## src/rtl/branch_pkg.sv

```systemverilog
// -----------------------------------------------------------------------------
// branch_pkg
// Shared definitions for the branch resolution unit.
//   funct3_e    : conditional-branch operation codes (instruction bits 14:12)
//   INSTR_BYTES : size of one instruction, used for the fall-through pc
// -----------------------------------------------------------------------------
package branch_pkg;

    typedef enum logic [2:0] {
        BEQ  = 3'd0,
        BNE  = 3'd1,
        BLT  = 3'd4,
        BGE  = 3'd5,
        BLTU = 3'd6,
        BGEU = 3'd7
    } funct3_e;

    localparam int INSTR_BYTES = 4;

endpackage

```

## src/rtl/branch_compare.sv

```systemverilog
// -----------------------------------------------------------------------------
// branch_compare
// Combinational branch condition evaluator.
// Ports:
//   lhs, rhs  in  DATA_WIDTH  rs1 / rs2 operand values
//   funct3    in  3           branch operation code
//   cond      out 1           branch condition holds (0 when illegal)
//   legal     out 1           funct3 names a defined branch operation
// -----------------------------------------------------------------------------
module branch_compare
    import branch_pkg::*;
#(
    parameter int DATA_WIDTH = 32
) (
    input  logic [DATA_WIDTH-1:0] lhs,
    input  logic [DATA_WIDTH-1:0] rhs,
    input  logic [2:0]            funct3,
    output logic                  cond,
    output logic                  legal
);

    always_comb begin
        // NOTE: every output gets a default before the case so no path
        // leaves a value unassigned, which would otherwise infer a latch.
        cond  = 1'b0;
        legal = 1'b1;
        case (funct3_e'(funct3))
            BEQ:     cond = (lhs == rhs);
            BNE:     cond = (lhs != rhs);
            BLT:     cond = ($signed(lhs) <  $signed(rhs));
            BGE:     cond = ($signed(lhs) >= $signed(rhs));
            BLTU:    cond = (lhs <  rhs);
            BGEU:    cond = (lhs >= rhs);
            default: legal = 1'b0;   // funct3 2 and 3 are undefined
        endcase
    end

endmodule

```

## src/rtl/branch_unit.sv

```systemverilog
// -----------------------------------------------------------------------------
// branch_unit
// Elastic 1- or 2-stage branch resolution pipeline with valid/ready handshakes.
// Optional feature macro: BRANCH_PREDICT_EN
//   defined : mispredict = legal && (taken != predicted_taken)
//   absent  : predicted_taken ignored, mispredict = legal && taken
// Ports:
//   clk, rst                 clock, synchronous active-high reset
//   in_valid / in_ready      request handshake
//   lhs, rhs, funct3         operands and branch operation
//   pc, imm                  branch address and sign-extended offset
//   predicted_taken          front-end prediction
//   flush                    kill every in-flight request
//   out_valid / out_ready    result handshake
//   taken, illegal, misaligned, mispredict   resolved flags
//   target, next_pc          branch target and resolved successor pc
// -----------------------------------------------------------------------------
module branch_unit
    import branch_pkg::*;
#(
    parameter int ADDR_WIDTH = 32,
    parameter int DATA_WIDTH = 32,
    parameter int STAGES     = 1
) (
    input  logic                  clk,
    input  logic                  rst,
    input  logic                  in_valid,
    output logic                  in_ready,
    input  logic [DATA_WIDTH-1:0] lhs,
    input  logic [DATA_WIDTH-1:0] rhs,
    input  logic [2:0]            funct3,
    input  logic [ADDR_WIDTH-1:0] pc,
    input  logic [ADDR_WIDTH-1:0] imm,
    input  logic                  predicted_taken,
    input  logic                  flush,
    output logic                  out_valid,
    input  logic                  out_ready,
    output logic                  taken,
    output logic                  illegal,
    output logic                  misaligned,
    output logic                  mispredict,
    output logic [ADDR_WIDTH-1:0] target,
    output logic [ADDR_WIDTH-1:0] next_pc
);

    generate
        if (STAGES != 1 && STAGES != 2) begin : g_bad_stages
            $error("branch_unit: STAGES must be 1 or 2");
        end
    endgenerate

    // Comparison result plus target sum: what stage 0 holds when STAGES=2.
    typedef struct packed {
        logic                  cond;
        logic                  legal;
        logic                  pred;
        logic [ADDR_WIDTH-1:0] pc;
        logic [ADDR_WIDTH-1:0] target;
    } pay_t;

    // Fully resolved result presented on the output ports.
    typedef struct packed {
        logic                  taken;
        logic                  illegal;
        logic                  misaligned;
        logic                  mispredict;
        logic [ADDR_WIDTH-1:0] target;
        logic [ADDR_WIDTH-1:0] next_pc;
    } res_t;

    logic cmp_cond;
    logic cmp_legal;
    pay_t in_pay;
    pay_t rpay;        // payload feeding the resolve logic
    res_t rres;
    res_t out_q;
    logic out_valid_q;
    logic out_valid_d;

    branch_compare #(.DATA_WIDTH(DATA_WIDTH)) u_compare (
        .lhs    (lhs),
        .rhs    (rhs),
        .funct3 (funct3),
        .cond   (cmp_cond),
        .legal  (cmp_legal)
    );

    assign in_pay = '{cond:   cmp_cond,
                      legal:  cmp_legal,
                      pred:   predicted_taken,
                      pc:     pc,
                      target: pc + imm};   // wraps modulo 2^ADDR_WIDTH

    always_comb begin
        rres            = '0;
        rres.taken      = rpay.legal && rpay.cond;
        rres.illegal    = !rpay.legal;
        rres.target     = rpay.target;
        rres.misaligned = rres.taken && (rpay.target[1:0] != 2'b00);
        rres.next_pc    = rres.taken ? rpay.target
                                     : rpay.pc + ADDR_WIDTH'(INSTR_BYTES);
`ifdef BRANCH_PREDICT_EN
        rres.mispredict = rpay.legal && (rres.taken != rpay.pred);
`else
        rres.mispredict = rpay.legal && rres.taken;   // static not-taken
`endif
    end

`ifndef BRANCH_PREDICT_EN
    logic unused_pred;
    assign unused_pred = rpay.pred;
`endif

    generate
        if (STAGES == 2) begin : g_two
            logic s0_valid_q;
            logic s0_valid_d;
            pay_t s0_q;
            logic s1_free;
            logic s0_adv;

            assign s1_free  = !out_valid_q || out_ready;
            assign s0_adv   = s0_valid_q && s1_free;
            assign in_ready = !rst && (!s0_valid_q || s1_free);
            assign rpay     = s0_q;

            always_comb begin
                s0_valid_d  = s0_valid_q;
                out_valid_d = out_valid_q;
                if (in_ready) s0_valid_d  = in_valid;
                if (s1_free)  out_valid_d = s0_valid_q;
                if (flush) begin
                    s0_valid_d  = 1'b0;
                    out_valid_d = 1'b0;
                end
            end

            always_ff @(posedge clk) begin
                // NOTE: sequential state uses non-blocking assignments so every
                // register samples pre-edge values regardless of block order.
                if (rst) begin
                    s0_valid_q  <= 1'b0;
                    out_valid_q <= 1'b0;
                end else begin
                    s0_valid_q  <= s0_valid_d;
                    out_valid_q <= out_valid_d;
                end
                // NOTE: data registers are deliberately left out of reset; the
                // valid bits alone decide whether their contents mean anything.
                if (in_valid && in_ready) s0_q  <= in_pay;
                if (s0_adv)               out_q <= rres;
            end
        end else begin : g_one
            assign in_ready = !rst && (!out_valid_q || out_ready);
            assign rpay     = in_pay;

            always_comb begin
                out_valid_d = out_valid_q;
                if (in_ready) out_valid_d = in_valid;
                if (flush)    out_valid_d = 1'b0;
            end

            always_ff @(posedge clk) begin
                if (rst) out_valid_q <= 1'b0;
                else     out_valid_q <= out_valid_d;
                if (in_valid && in_ready) out_q <= rres;
            end
        end
    endgenerate

    assign out_valid  = out_valid_q;
    assign taken      = out_q.taken;
    assign illegal    = out_q.illegal;
    assign misaligned = out_q.misaligned;
    assign mispredict = out_q.mispredict;
    assign target     = out_q.target;
    assign next_pc    = out_q.next_pc;

endmodule

```

## config.mk

```make
export PLATFORM = sky130hd
export DESIGN_NAME = branch_unit
export DESIGN_NICKNAME = d
export VERILOG_FILES = /design/src/rtl/branch_pkg.sv /design/src/rtl/branch_compare.sv /design/src/rtl/branch_unit.sv
export SDC_FILE = /design/constraint.sdc
export NUM_CORES = 1
export LEC_CHECK = 0
export ABC_CLOCK_PERIOD_IN_PS = 3700
export BUFFER_PORTS_ARGS = -buffer_cell sky130_fd_sc_hd__buf_2
export CAP_MARGIN = 0
export CELL_PAD_IN_SITES_DETAIL_PLACEMENT = 0
export CELL_PAD_IN_SITES_GLOBAL_PLACEMENT = 2
export CORE_UTILIZATION = 29
export CTS_BUF_LIST = sky130_fd_sc_hd__clkbuf_16
export CTS_CLUSTER_SIZE = 24
export DETAILED_ROUTE_END_ITERATION = 7
export PLACE_DENSITY = 0.78
export SKIP_CTS_REPAIR_TIMING = 1
export SLEW_MARGIN = 0
export SYNTH_ARGS = -nofsm -noshare
export SYNTH_HDL_FRONTEND = slang
export SYNTH_SLANG_ARGS = --single-unit
```

## constraint.sdc

```tcl
create_clock -name clk -period 3.7 [get_ports clk]
set_clock_uncertainty 0.15 [all_clocks]
set_input_delay 0.185 -clock clk [delete_from_list [all_inputs] [get_ports clk]]
set_output_delay 0.185 -clock clk [all_outputs]
set_load 0.03 [all_outputs]
```

==> results by group, run 1 <==
Status
  – Outcome: complete, but fails checks
  – Failing checks: DRC

Synthesis
  – Synth area leaders: edfxtp_1 (37%), ha_1 (15%), xnor2_1 (4.7%)
  – Mean Syn Cell Area: 9.95 um2
  – Syn Inst Count: 541
  – Main synth FF type: edfxtp_1
  – #FFs+latches synth: 68
  – Synth async-reset ratio: 0%
  – Post-synth EDFFs: 67
  – Yosys warnings: 0
  – Distinct cell type count after synthesis: 51
  – Sequential-to-total area share from yosys stat: 37.7%
  – Post-Synthesis Net Count: 743
  – Yosys top cell area share: 37.4%
  – Synthesized cell area: 5390 um2
  – Largest area contributor in the netlist: edfxtp_1

Min path
  – HP Class: in -> reg

Setup path
  – Crit path kind: in -> reg
  – CP Max Fanout: 34
  – Arr. time, crit path: 3.14 ns
  – Startpoint types: primary input
  – Worst Path Required: 3.63 ns
  – Crit. End Element: register

Floorplanning
  – Core Area: 18,100 um2
  – Die Span X: 138 um
  – Num ports: 207
  – Initial Utilization: 29.8%
  – Num rows: 49
  – Die Height: 138 um
  – Die area: 19,100 um2

STA
  – Max-slew violations: 0
  – Setup-failing EPs final: 0
  – Worst slew pin tran: 0.509 ns
  – Final period utilization: 86.7%
  – Min Tclk post-route: 3.21 ns
  – Final hold violation count: 0
  – Hold Slack: 0.0303 ns
  – RSZ-0062 raised after global routing: no
  – Relative slew slack: 65.8%
  – Peak Freq: 0.312 GHz
  – Fin Setup TNS: 0 ns

Clock tree
  – Clk root buf: clkbuf_16
  – TritonCTS buffer count: 9
  – Clk_lat worst skew: 0.33 ns
  – TritonCTS Sinks: 68
  – Worst-path clk slew: 0.06 ns
  – CTS tree: yes
  – Longest Clk Path Bufs: 2
  – Htree depth: 3

Final layout
  – Fin nets: 958
  – FILL cells: 1,800
  – Share of layout cells above drive strength 1: 31.1%
  – Area grow syn2layout: 31.1%

Drt
  – Final wirelength: 16,200 um
  – DR iter-0 viols: 255
  – DR DRC count: 30
  – Post-route ant nets: 0
  – Routed vias/inst: 4.91
  – Routed length per instance: 16.3 um
  – DRT Pass-1 Iters: 6
  – Via Count: 4,861

Global routing
  – Largest net degree at the start of global routing: 35
  – Total global-route track usage: 17.2%
  – Initial antenna violation count: 2
  – First-pass GRT wire length: 25,900 um
  – Vias in the first global route: 5,001
  – GRT overflow: 0

Place
  – Final RePlAce weighted congestion: 0.806
  – DP HPWL: 13,200 um
  – # port buffers: 205

Power
  – Leak: 3.24 nW
  – Peak supply drop: 0.213 mV
  – Cell Pwr Density: 384 nW/um2

Flow run
  – Max-capacitance violation count: 0
==> final timing paths <==
path / startpoint / to / slack [ns] / cells after the start
worst min register to register: out_valid / target[0] / 0.79 / 3
worst max-delay path: lhs[21] / next_pc[17] / 0.49 / 12
worst max register to register: out_valid / target[16] / 1.95 / 4
worst min-delay path: pc[0] / next_pc[0] / 0.03 / 2
==> cell usage after synthesis (all sizes together) (5+ instances only) <==
cell,n
nand3,32
and2,6
mux2,13
nand2,31
o21a,7
xnor2,29
o211ai,5
nor2b,8
edfxtp,67
o21ai,34
nor2,25
a211oi,5
and4,10
ha,64
nand4,16
nor3,9
buf,8
a21o,25
xor2,29
inv,43
a21oi,36
==> cells in the final DEF (no fill, tap or decap), types with 6 or more instances in the layout <==
master     synthesis  layout
a21o_1            25      25
a21oi_1           36      36
and4_1            10      10
buf_2              5     205
buf_4              2       6
clkbuf_16          0       9
edfxtp_1          67      67
ha_1              64      64
inv_1             43      44
mux2_1             9       9
nand2_1           31      31
nand3_1           32      32
nand4_1           16      16
nor2_1            25      25
nor2b_1            8       8
nor3_1             9       9
o21a_1             7       7
o21ai_0           33      33
xnor2_1           29      29
xor2_1            29      29
==> where the power goes <==
part / total [mW] / switching [mW] / internal [mW]
clock network: 0.917 / 0.330 / 0.587
logic: 0.834 / 0.511 / 0.323
registers: 0.964 / 0.0148 / 0.949
==> layout make-up <==
| type | instances | area (um2) | share of cell area, % |
|---|---|---|---|
| flip-flops and latches | 68 | 2030 | 28.8 |
| well taps | 229 | 287 | 4.06 |
| inverters | 43 | 161 | 2.29 |
| multi-input cells | 420 | 3150 | 44.6 |
| clock inverters | 7 | 91.3 | 1.29 |
| clock buffers | 9 | 225 | 3.19 |
| diodes | 1 | 2.50 | 0.0354 |
| repair buffers | 214 | 1110 | 15.7 |
==> critical path: stages <==
cell	delay, ns
buf_2	0.10
ha_1	0.30
a21o_1	0.18
a21o_1	0.18
a221oi_2	0.24
nor3_1	0.12
a2111oi_4	0.55
nor2_1	0.15
a311oi_4	0.30
and2_1	0.22
buf_12	0.22
mux2_1	0.35
==> stage by stage <==
step / std cells / cell area (um2) / power [mW] / utilization, % / setup WS (ns)
after floorplan: 541 / 5390 / 1.53 / - / 0.442
after global placement: 972 / 6720 / 1.80 / 37.2 / 0.227
after detailed placement: 972 / 6720 / 1.81 / 37.2 / 0.158
after CTS: 988 / 7040 / 2.76 / 38.9 / 0.524
after global routing: 991 / 7060 / 2.87 / 39.0 / 0.318
final: 991 / 7060 / 2.71 / 39.0 / 0.494
==> per-layer routing <==
layer	global-route usage, %	up-vias	wire length [um]
li1	-	2447	-
met1	21.6	2262	7320
met2	28.6	128	7770
met3	4.47	22	740
met4	6.09	2	323
met5	0	-	13
==> kinds of logic (layout without fill, tap and decap cells) <==
kind of cell               Yosys count  in the layout  share of synthesized area, %
and+or+nand+nor                    149            149                          14.4
AOI/OAI and AO/OA                  134            134                          16.2
DFF                                 68             68                          37.7
adders and majority gates           65             65                          15.2
xor gates and xnor gates            58             58                          9.43
buffers and inverters               53            273                          4.11
muxes                               14             14                          2.90
other                                0              1                             0
==> state kept, by name (all words and copies together), names as in the netlist <==
signal and count:
target 32, out_valid 1, misaligned 1, illegal 1, taken 1, next_pc 32
Note: power is estimated with default switching activity, not from simulation.
==> run 2: changes to the inputs <==
--- a/config.mk
+++ b/config.mk
@@ -5,16 +5,16 @@
 export SDC_FILE = /design/constraint.sdc
 export NUM_CORES = 1
 export LEC_CHECK = 0
-export ABC_CLOCK_PERIOD_IN_PS = 3700
+export ABC_CLOCK_PERIOD_IN_PS = 2700
 export BUFFER_PORTS_ARGS = -buffer_cell sky130_fd_sc_hd__buf_2
 export CAP_MARGIN = 0
 export CELL_PAD_IN_SITES_DETAIL_PLACEMENT = 0
 export CELL_PAD_IN_SITES_GLOBAL_PLACEMENT = 2
-export CORE_UTILIZATION = 29
+export CORE_UTILIZATION = 27
 export CTS_BUF_LIST = sky130_fd_sc_hd__clkbuf_16
 export CTS_CLUSTER_SIZE = 24
 export DETAILED_ROUTE_END_ITERATION = 7
-export PLACE_DENSITY = 0.78
+export PLACE_DENSITY = 0.76
 export SKIP_CTS_REPAIR_TIMING = 1
 export SLEW_MARGIN = 0
 export SYNTH_ARGS = -nofsm -noshare
==> constraint.sdc (replaced) <==
create_clock -name clk -period 2.7 [get_ports clk]
set_clock_uncertainty 0.15 [all_clocks]
set_input_delay 0.135 -clock clk [delete_from_list [all_inputs] [get_ports clk]]
set_output_delay 0.135 -clock clk [all_outputs]
set_load 0.03 [all_outputs]
==> run 2 against run 1 <==
Compared with the run above: the flow finishes with violations (hold timing, setup timing); cell area is 16% higher; sequential share of layout area shrank 4.0 points; clock power grew 36%; critical path depth stayed put; setup slack worse by 0.59 ns; first-iteration DRC count rose by 5.5%; global-route usage barely moved; count of clock-buffer cells in the layout is the same; wire length up 14%; cell count increased by 14%; critical endpoint is now next_pc[3]; highest routed layer is now met4.
==> results by group, run 2 (same netlist as run 1, synthesis figures left out) <==
Status
  – Outcome: complete, but fails checks
  – Failing checks: hold timing, setup timing

Final layout
  – Share of layout cells above drive strength 1: 44.0% (+13 points)
  – FILL cells: 1,995 (+11%)
  – Most frequent cells in the layout: buf_2 (203), buf_4 (104), edfxtp_1 (67)
  – Fin nets: 1,061 (+11%)
  – Sequential standard cell area: 2030 um2 (unchanged)
  – Design area: 8190 um2 (+16%)
  – Area grow syn2layout: 52.1%
  – Multi-input gate area: 3390 um2 (+7.6%)
  – Commonest non-fill, non-tap cell in the layout: buf_2

Setup path
  – R2R Setup Slk: 1.08 ns (-0.87 ns)
  – FF-to-FF End: next_pc[26]
  – CP Max Fanout: 7 (-79%)
  – R2R Path Start: out_valid
  – Worst r2r path cells: 4 (unchanged)
  – Arr. time, crit path: 2.74 ns (-0.40 ns)
  – Crit path kind: in -> reg
  – Crit. End Element: register
  – Worst Path Required: 2.65 ns (-0.98 ns)
  – Startpoint types: primary input

Floorplanning
  – Die Span X: 143 um (+3.6%)
  – Num ports: 207 (unchanged)
  – Die Height: 143 um (+3.6%)
  – Num rows: 51 (+4.1%)
  – Die area: 20,500 um2 (+7.3%)
  – Core Area: 19,500 um2 (+8.0%)
  – Initial Utilization: 27.6% (-2.2 points)

Place
  – DP HPWL: 14,100 um (+6.8%)
  – Final RePlAce weighted congestion: 0.856 (+6.2%)
  – # port buffers: 205 (unchanged)
  – DP Area: 7570 um2 (+13%)
  – DP Worst Slack: -0.674 ns (-0.832 ns)

Power
  – Switch Pwr: 1.34 mW (+56%)
  – Cell Pwr Density: 493 nW/um2 (+28%)
  – Pwr Total: 4.04 mW (+49%)
  – Comb pwr share: 36.4% (+5.7 points)
  – Switching Share: 33.1% (+1.6 points)
  – Peak supply drop: 0.303 mV (+43%)
  – Sequential Power Share: 32.7% (-2.8 points)
  – Clk pwr share: 30.9% (-2.9 points)
  – Leak: 3.82 nW (+18%)
  – Int Power: 2.70 mW (+45%)

Min path
  – HP Class: in -> reg
  – Hold depth: 2 (unchanged)
  – HP Start: funct3[2]
  – Hold path endpoint: illegal

STA
  – RSZ-0062 raised after global routing: yes
  – Peak Freq: 0.358 GHz
  – Hold Slack: -0.0125 ns (-0.0428 ns)
  – Setup ws final: -0.0963 ns (-0.590 ns)
  – Setup-failing EPs final: 32 (+32)
  – Final period utilization: 104%
  – Final hold violation count: 1 (+1)
  – Max-slew violations: 0 (unchanged)
  – Min Tclk post-route: 2.80 ns
  – Worst slew pin tran: 0.508 ns (-0.00109 ns)
  – Relative slew slack: 66.2% (+0.33 points)

Drt
  – DR DRC count: 0 (-100%)
  – Routed length per instance: 16.3 um (-0.16%)
  – DR iter-0 viols: 269 (+5.5%)
  – Final wirelength: 18,400 um (+14%)
  – Routed vias/inst: 4.72 (-3.9%)
  – Post-route ant nets: 0 (unchanged)
  – Via Count: 5,328 (+9.6%)
  – DRT Pass-1 Iters: 5 (-1)

Clock tree
  – Longest Clk Path Bufs: 2 (unchanged)
  – Worst-path clk slew: 0.06 ns (about the same)
  – Clk_lat worst skew: 0.35 ns (+0.02 ns)
  – TritonCTS Sinks: 68 (unchanged)
  – CTS tree: yes
  – Htree depth: 3 (unchanged)
  – Clk root buf: clkbuf_16
  – TritonCTS buffer count: 9 (unchanged)

Global routing
  – Total global-route track usage: 17.3% (+0.046 points)
  – Initial antenna violation count: 1 (-1)
  – Largest net degree at the start of global routing: 68 (+94%)
  – GRT overflow: 0 (unchanged)
  – First-pass GRT wire length: 26,900 um (+3.8%)
  – Vias in the first global route: 5,320 (+6.4%)

Flow run
  – Max-capacitance violation count: 0 (unchanged)
[run 2: cell types whose count changed in the layout (fill, tap and decap cells not counted), sizes merged]
cell / previous run / this run
inv: 45 / 47
buf: 212 / 312
clkinv: 1 / 0
clkbuf: 9 / 12
bufinv: 2 / 1
[run 2: power by group through the flow]
stage	sequential [mW]	clock (mW)	combinational [mW]
final	1.32	1.25	1.47
after global routing	1.33	1.32	1.59
after CTS	1.32	1.28	1.35
after detailed placement	1.34	0	1.34
after global placement	1.34	0	1.32
after floorplan	1.51	0	0.606
[run 2: layout make-up]
type	instances	share of cell area (%)
Antenna cell	1	0.0305
Multi-Input combinational cell	420	41.4
Timing Repair Buffer	317	23.8
Tap cell	265	4.05
Sequential cell	68	24.8
Inverter	43	2.15
Clock inverter	7	1.01
Clock buffer	9	2.75
[run 2: layer usage]
metal	share of wire (%)	vias up	global-route usage, %
met2	48	142	29.3
met5	0	-	0
met3	4.0	27	3.52
met1	46	2503	21.5
met4	2.5	0	6.38
li1	-	2656	-
[run 2: critical path: stages]
cell and delay (ns):
buf_2 0.11, ha_4 0.26, nor2b_4 0.12, o211ai_1 0.11, a2111o_1 0.41, o211ai_1 0.17, a2111oi_4 0.17, a31o_2 0.28
a221oi_2 0.25, and2_4 0.24, clkbuf_16 0.18, mux2_4 0.30
[run 2: worst max-delay path by stage]
stage / startpoint / endpoint / slack (ns) / depth (start not counted)
2_1_floorplan: rhs[21] / next_pc[26] / -0.21 / 13
3_3_place_gp: rhs[21] / next_pc[0] / -0.63 / 13
3_5_place_dp: rhs[21] / next_pc[28] / -0.67 / 13
4_1_cts: rhs[21] / next_pc[28] / -0.31 / 13
5_1_grt: rhs[11] / next_pc[17] / -0.20 / 13
6_report: lhs[1] / next_pc[3] / -0.1 / 12
[run 2: through the flow]
| step | instances | TNS, ns | utilization (%) | hold slack [ns] |
|---|---|---|---|---|
| after CTS | 1122 | -5.93 | 40.3 | -0.213 |
| after detailed placement | 1106 | -19.72 | 38.8 | 0.156 |
| after global placement | 1106 | -18.49 | 38.8 | 0.150 |
| final | 1130 | -1.72 | 42.0 | -0.0125 |
| after floorplan | 541 | -2.59 | - | 0.0618 |
| after global routing | 1130 | -5.52 | 42.0 | 0.00919 |
==> run 3: changes to the inputs <==
--- a/config.mk
+++ b/config.mk
@@ -14,9 +14,10 @@
 export CTS_BUF_LIST = sky130_fd_sc_hd__clkbuf_16
 export CTS_CLUSTER_SIZE = 24
 export DETAILED_ROUTE_END_ITERATION = 7
-export PLACE_DENSITY = 0.76
+export PLACE_DENSITY = 0.77
 export SKIP_CTS_REPAIR_TIMING = 1
 export SLEW_MARGIN = 0
 export SYNTH_ARGS = -nofsm -noshare
 export SYNTH_HDL_FRONTEND = slang
+export SYNTH_HIERARCHICAL = 1
 export SYNTH_SLANG_ARGS = --single-unit
==> run 3 against run 2 <==
Compared with the run above: cell count increased by 4.0%; largest cell class unchanged; sequential cell count unchanged; core utilization decreased by 1.4 points; combinational power decreased by 6%; setup slack improved by 0.19 ns; the flow finishes with violations (hold timing); register-to-register slack improved by 0.06 ns.
==> results by group, run 3 <==
Synthesis
  – Most frequent cell after synthesis: nand2_1
  – Post-Synthesis Net Count: 808 (+8.7%)
  – Synthesized cell area: 5670 um2 (+5.3%)
  – Sequential-to-total area share from yosys stat: 35.8% (-1.9 points)
  – Synth async-reset ratio: 0% (unchanged)
  – Yosys top cell area share: 35.5% (-1.9 points)
  – Synth area leaders: edfxtp_1 (35%), ha_1 (14%), xor2_1 (5.1%)
  – Distinct cell type count after synthesis: 65 (+27%)
  – Largest area contributor in the netlist: edfxtp_1
  – Synth cell count leaders: nand2_1 (76), edfxtp_1 (67), ha_1 (64), inv_1 (40), a21oi_1 (35)
  – #FFs+latches synth: 68 (unchanged)
  – Post-synth EDFFs: 67 (unchanged)
  – Yosys warnings: 6 (+6)
  – Mean Syn Cell Area: 9.36 um2 (-6.0%)
  – Main synth FF type: edfxtp_1
  – Syn Inst Count: 606 (+12%)

STA
  – Relative slew slack: 66.1% (-0.072 points)
  – Peak Freq: 0.383 GHz (+7.2%)
  – Setup-failing EPs final: 0 (-100%)
  – Max-slew violations: 0 (unchanged)
  – Min Tclk post-route: 2.61 ns (-0.187 ns)
  – Worst slew pin tran: 0.496 ns (-0.0117 ns)
  – Hold Slack: -0.0108 ns (+0.00179 ns)
  – RSZ-0062 raised after global routing: yes
  – Final period utilization: 96.7% (-6.9 points)
  – Final hold violation count: 1 (unchanged)

Min path
  – HP Class: in -> reg

Global routing
  – Largest net degree at the start of global routing: 68 (unchanged)
  – Initial antenna violation count: 0 (-1)
  – First-pass GRT wire length: 26,800 um (-0.33%)
  – Total global-route track usage: 16.0% (-1.3 points)
  – GRT overflow: 0 (unchanged)
  – Vias in the first global route: 5,177 (-2.7%)

Clock tree
  – Clk_lat worst skew: 0.34 ns (about the same)
  – CTS tree: yes
  – Longest Clk Path Bufs: 2 (unchanged)
  – Clk root buf: clkbuf_16
  – Worst-path clk slew: 0.06 ns (about the same)
  – TritonCTS buffer count: 9 (unchanged)
  – TritonCTS Sinks: 68 (unchanged)
  – Htree depth: 3 (unchanged)

Setup path
  – CP Max Fanout: 3 (-4)
  – Crit path kind: in -> reg
  – CP max-delay cell: fa_1
  – Crit-path cells: buf_2, ha_1, fa_1, a21o_1, a221oi_2, a311o_2, nand3_2, a211oi_2, o21ai_1, xor2_1, mux2_2
  – Crit. End Element: register
  – Arr. time, crit path: 2.55 ns (-0.19 ns)
  – Worst Path Required: 2.64 ns (about the same)
  – Max stage delay on crit path: 0.39 ns (-0.02 ns)
  – Startpoint types: primary input

Floorplanning
  – Initial Utilization: 27.8% (+0.19 points)
  – Die Height: 147 um (+2.6%)
  – Die area: 21,600 um2 (+5.3%)
  – Num rows: 52 (+2.0%)
  – Die Span X: 147 um (+2.6%)
  – Num ports: 207 (unchanged)
  – Core Area: 20,400 um2 (+4.6%)

Final layout
  – Most frequent cells in the layout: buf_2 (198), buf_4 (85), nand2_1 (74)
  – Diodes inserted: 0 (-1)
  – Share of layout cells above drive strength 1: 41.4% (-2.5 points)
  – Commonest non-fill, non-tap cell in the layout: buf_2
  – Area grow syn2layout: 45.9%
  – Fin nets: 1,102 (+3.9%)
  – Final core occ: 40.5% (-1.4 points)
  – Multi-input gate area: 3640 um2 (+7.5%)
  – Sequential standard cell area: 2030 um2 (unchanged)
  – Fin cells: 1,175 (+4.0%)
  – FILL cells: 2,094 (+5.0%)

Place
  – Placed cell count: 1,152 (+4.2%)
  – Final RePlAce weighted congestion: 0.879 (+2.7%)
  – DP HPWL: 14,600 um (+3.5%)
  – # port buffers: 205 (unchanged)

Flow run
  – Max-capacitance violation count: 0 (unchanged)

Status
  – Failing checks: hold timing
  – Outcome: complete, but fails checks

Drt
  – Final wirelength: 17,300 um (-5.8%)
  – DR DRC count: 0 (unchanged)
  – Routed vias/inst: 4.64 (-1.5%)
  – Routed length per instance: 14.7 um (-9.4%)
  – DRT Pass-1 Iters: 6 (+1)
  – Post-route ant nets: 0 (unchanged)
  – DR iter-0 viols: 211 (-22%)
  – Via Count: 5,455 (+2.4%)

Power
  – Leak: 3.71 nW (-2.8%)
  – Cell Pwr Density: 469 nW/um2 (-4.8%)
  – Peak supply drop: 0.216 mV (-29%)
[run 3: changes by cell type in the layout (fill, tap and decap cells not counted), sizes merged, moves of 6 or more]
cell and change:
nand2 +45, buf -18, nor2 +7, inv -6, xnor2 -6, a21o -13
and3 +6, o21ai +15
[run 3: where the power goes]
group	switching (mW)	internal, mW
clock	0.472	0.717
sequential	0.0182	1.29
combinational	0.775	0.608
[run 3: cell families (layout without fill, tap and decap cells)]
logic type	count (synthesis)	in the layout	share of synthesized area, %
AND/OR/NAND/NOR	211	211	18.7
AO/OA/AOI/OAI	142	142	16.7
flip-flops	68	68	35.8
adder cells (fa/ha/maj)	65	65	14.5
XOR/XNOR	56	56	8.65
buffers and inverters	54	353	3.71
multiplexers	10	10	1.94
[run 3: per-stage QoR]
step | instance area (um2) | setup WS [ns] | setup TNS, ns | power, mW
floorplan | 5850 | 0.00120 | 0 | 2.13
global placement | 7780 | -0.275 | -5.12 | 2.69
detailed placement | 7780 | -0.370 | -7.63 | 2.69
CTS | 8080 | -0.0124 | -0.0124 | 3.90
global route | 8280 | -0.0731 | -0.0923 | 4.10
finish | 8280 | 0.0903 | 0 | 3.88
[run 3: final timing paths]
path / start / to / slack, ns / depth (start not counted)
hold reg to reg: out_valid / out_valid / 1.01 / 4
hold / removal: pc[1] / next_pc[1] / -0.01 / 3
setup reg to reg: out_valid / next_pc[20] / 1.14 / 4
setup / recovery: pc[0] / next_pc[28] / 0.09 / 11
[run 3: layout make-up]
class / instances / area share [%]
Tap cell: 270 / 4.08
Clock buffer: 9 / 2.72
Multi-Input combinational cell: 484 / 44.0
Inverter: 40 / 1.94
Sequential cell: 68 / 24.6
Timing Repair Buffer: 297 / 21.8
Clock inverter: 7 / 0.907
[run 3: layer usage]
metal  share of wire, %  vias to the layer above  wire, um  GRT usage (%)
met5                  0                        -         0              0
met4                1.4                        0       234           4.95
met3                4.2                       17       728           1.71
met2                 50                      149      8580           28.0
met1                 45                     2477      7770           20.6
li1                   -                     2812         -              -
[run 3: critical path, delay by kind of cell]
kind / cells / cell delay [ns]
AOI/OAI and AO/OA: 5 / 1.16
xor gates and xnor gates: 1 / 0.16
adders and majority gates: 2 / 0.60
buffers and inverters: 1 / 0.11
muxes: 1 / 0.26
and+or+nand+nor: 1 / 0.11
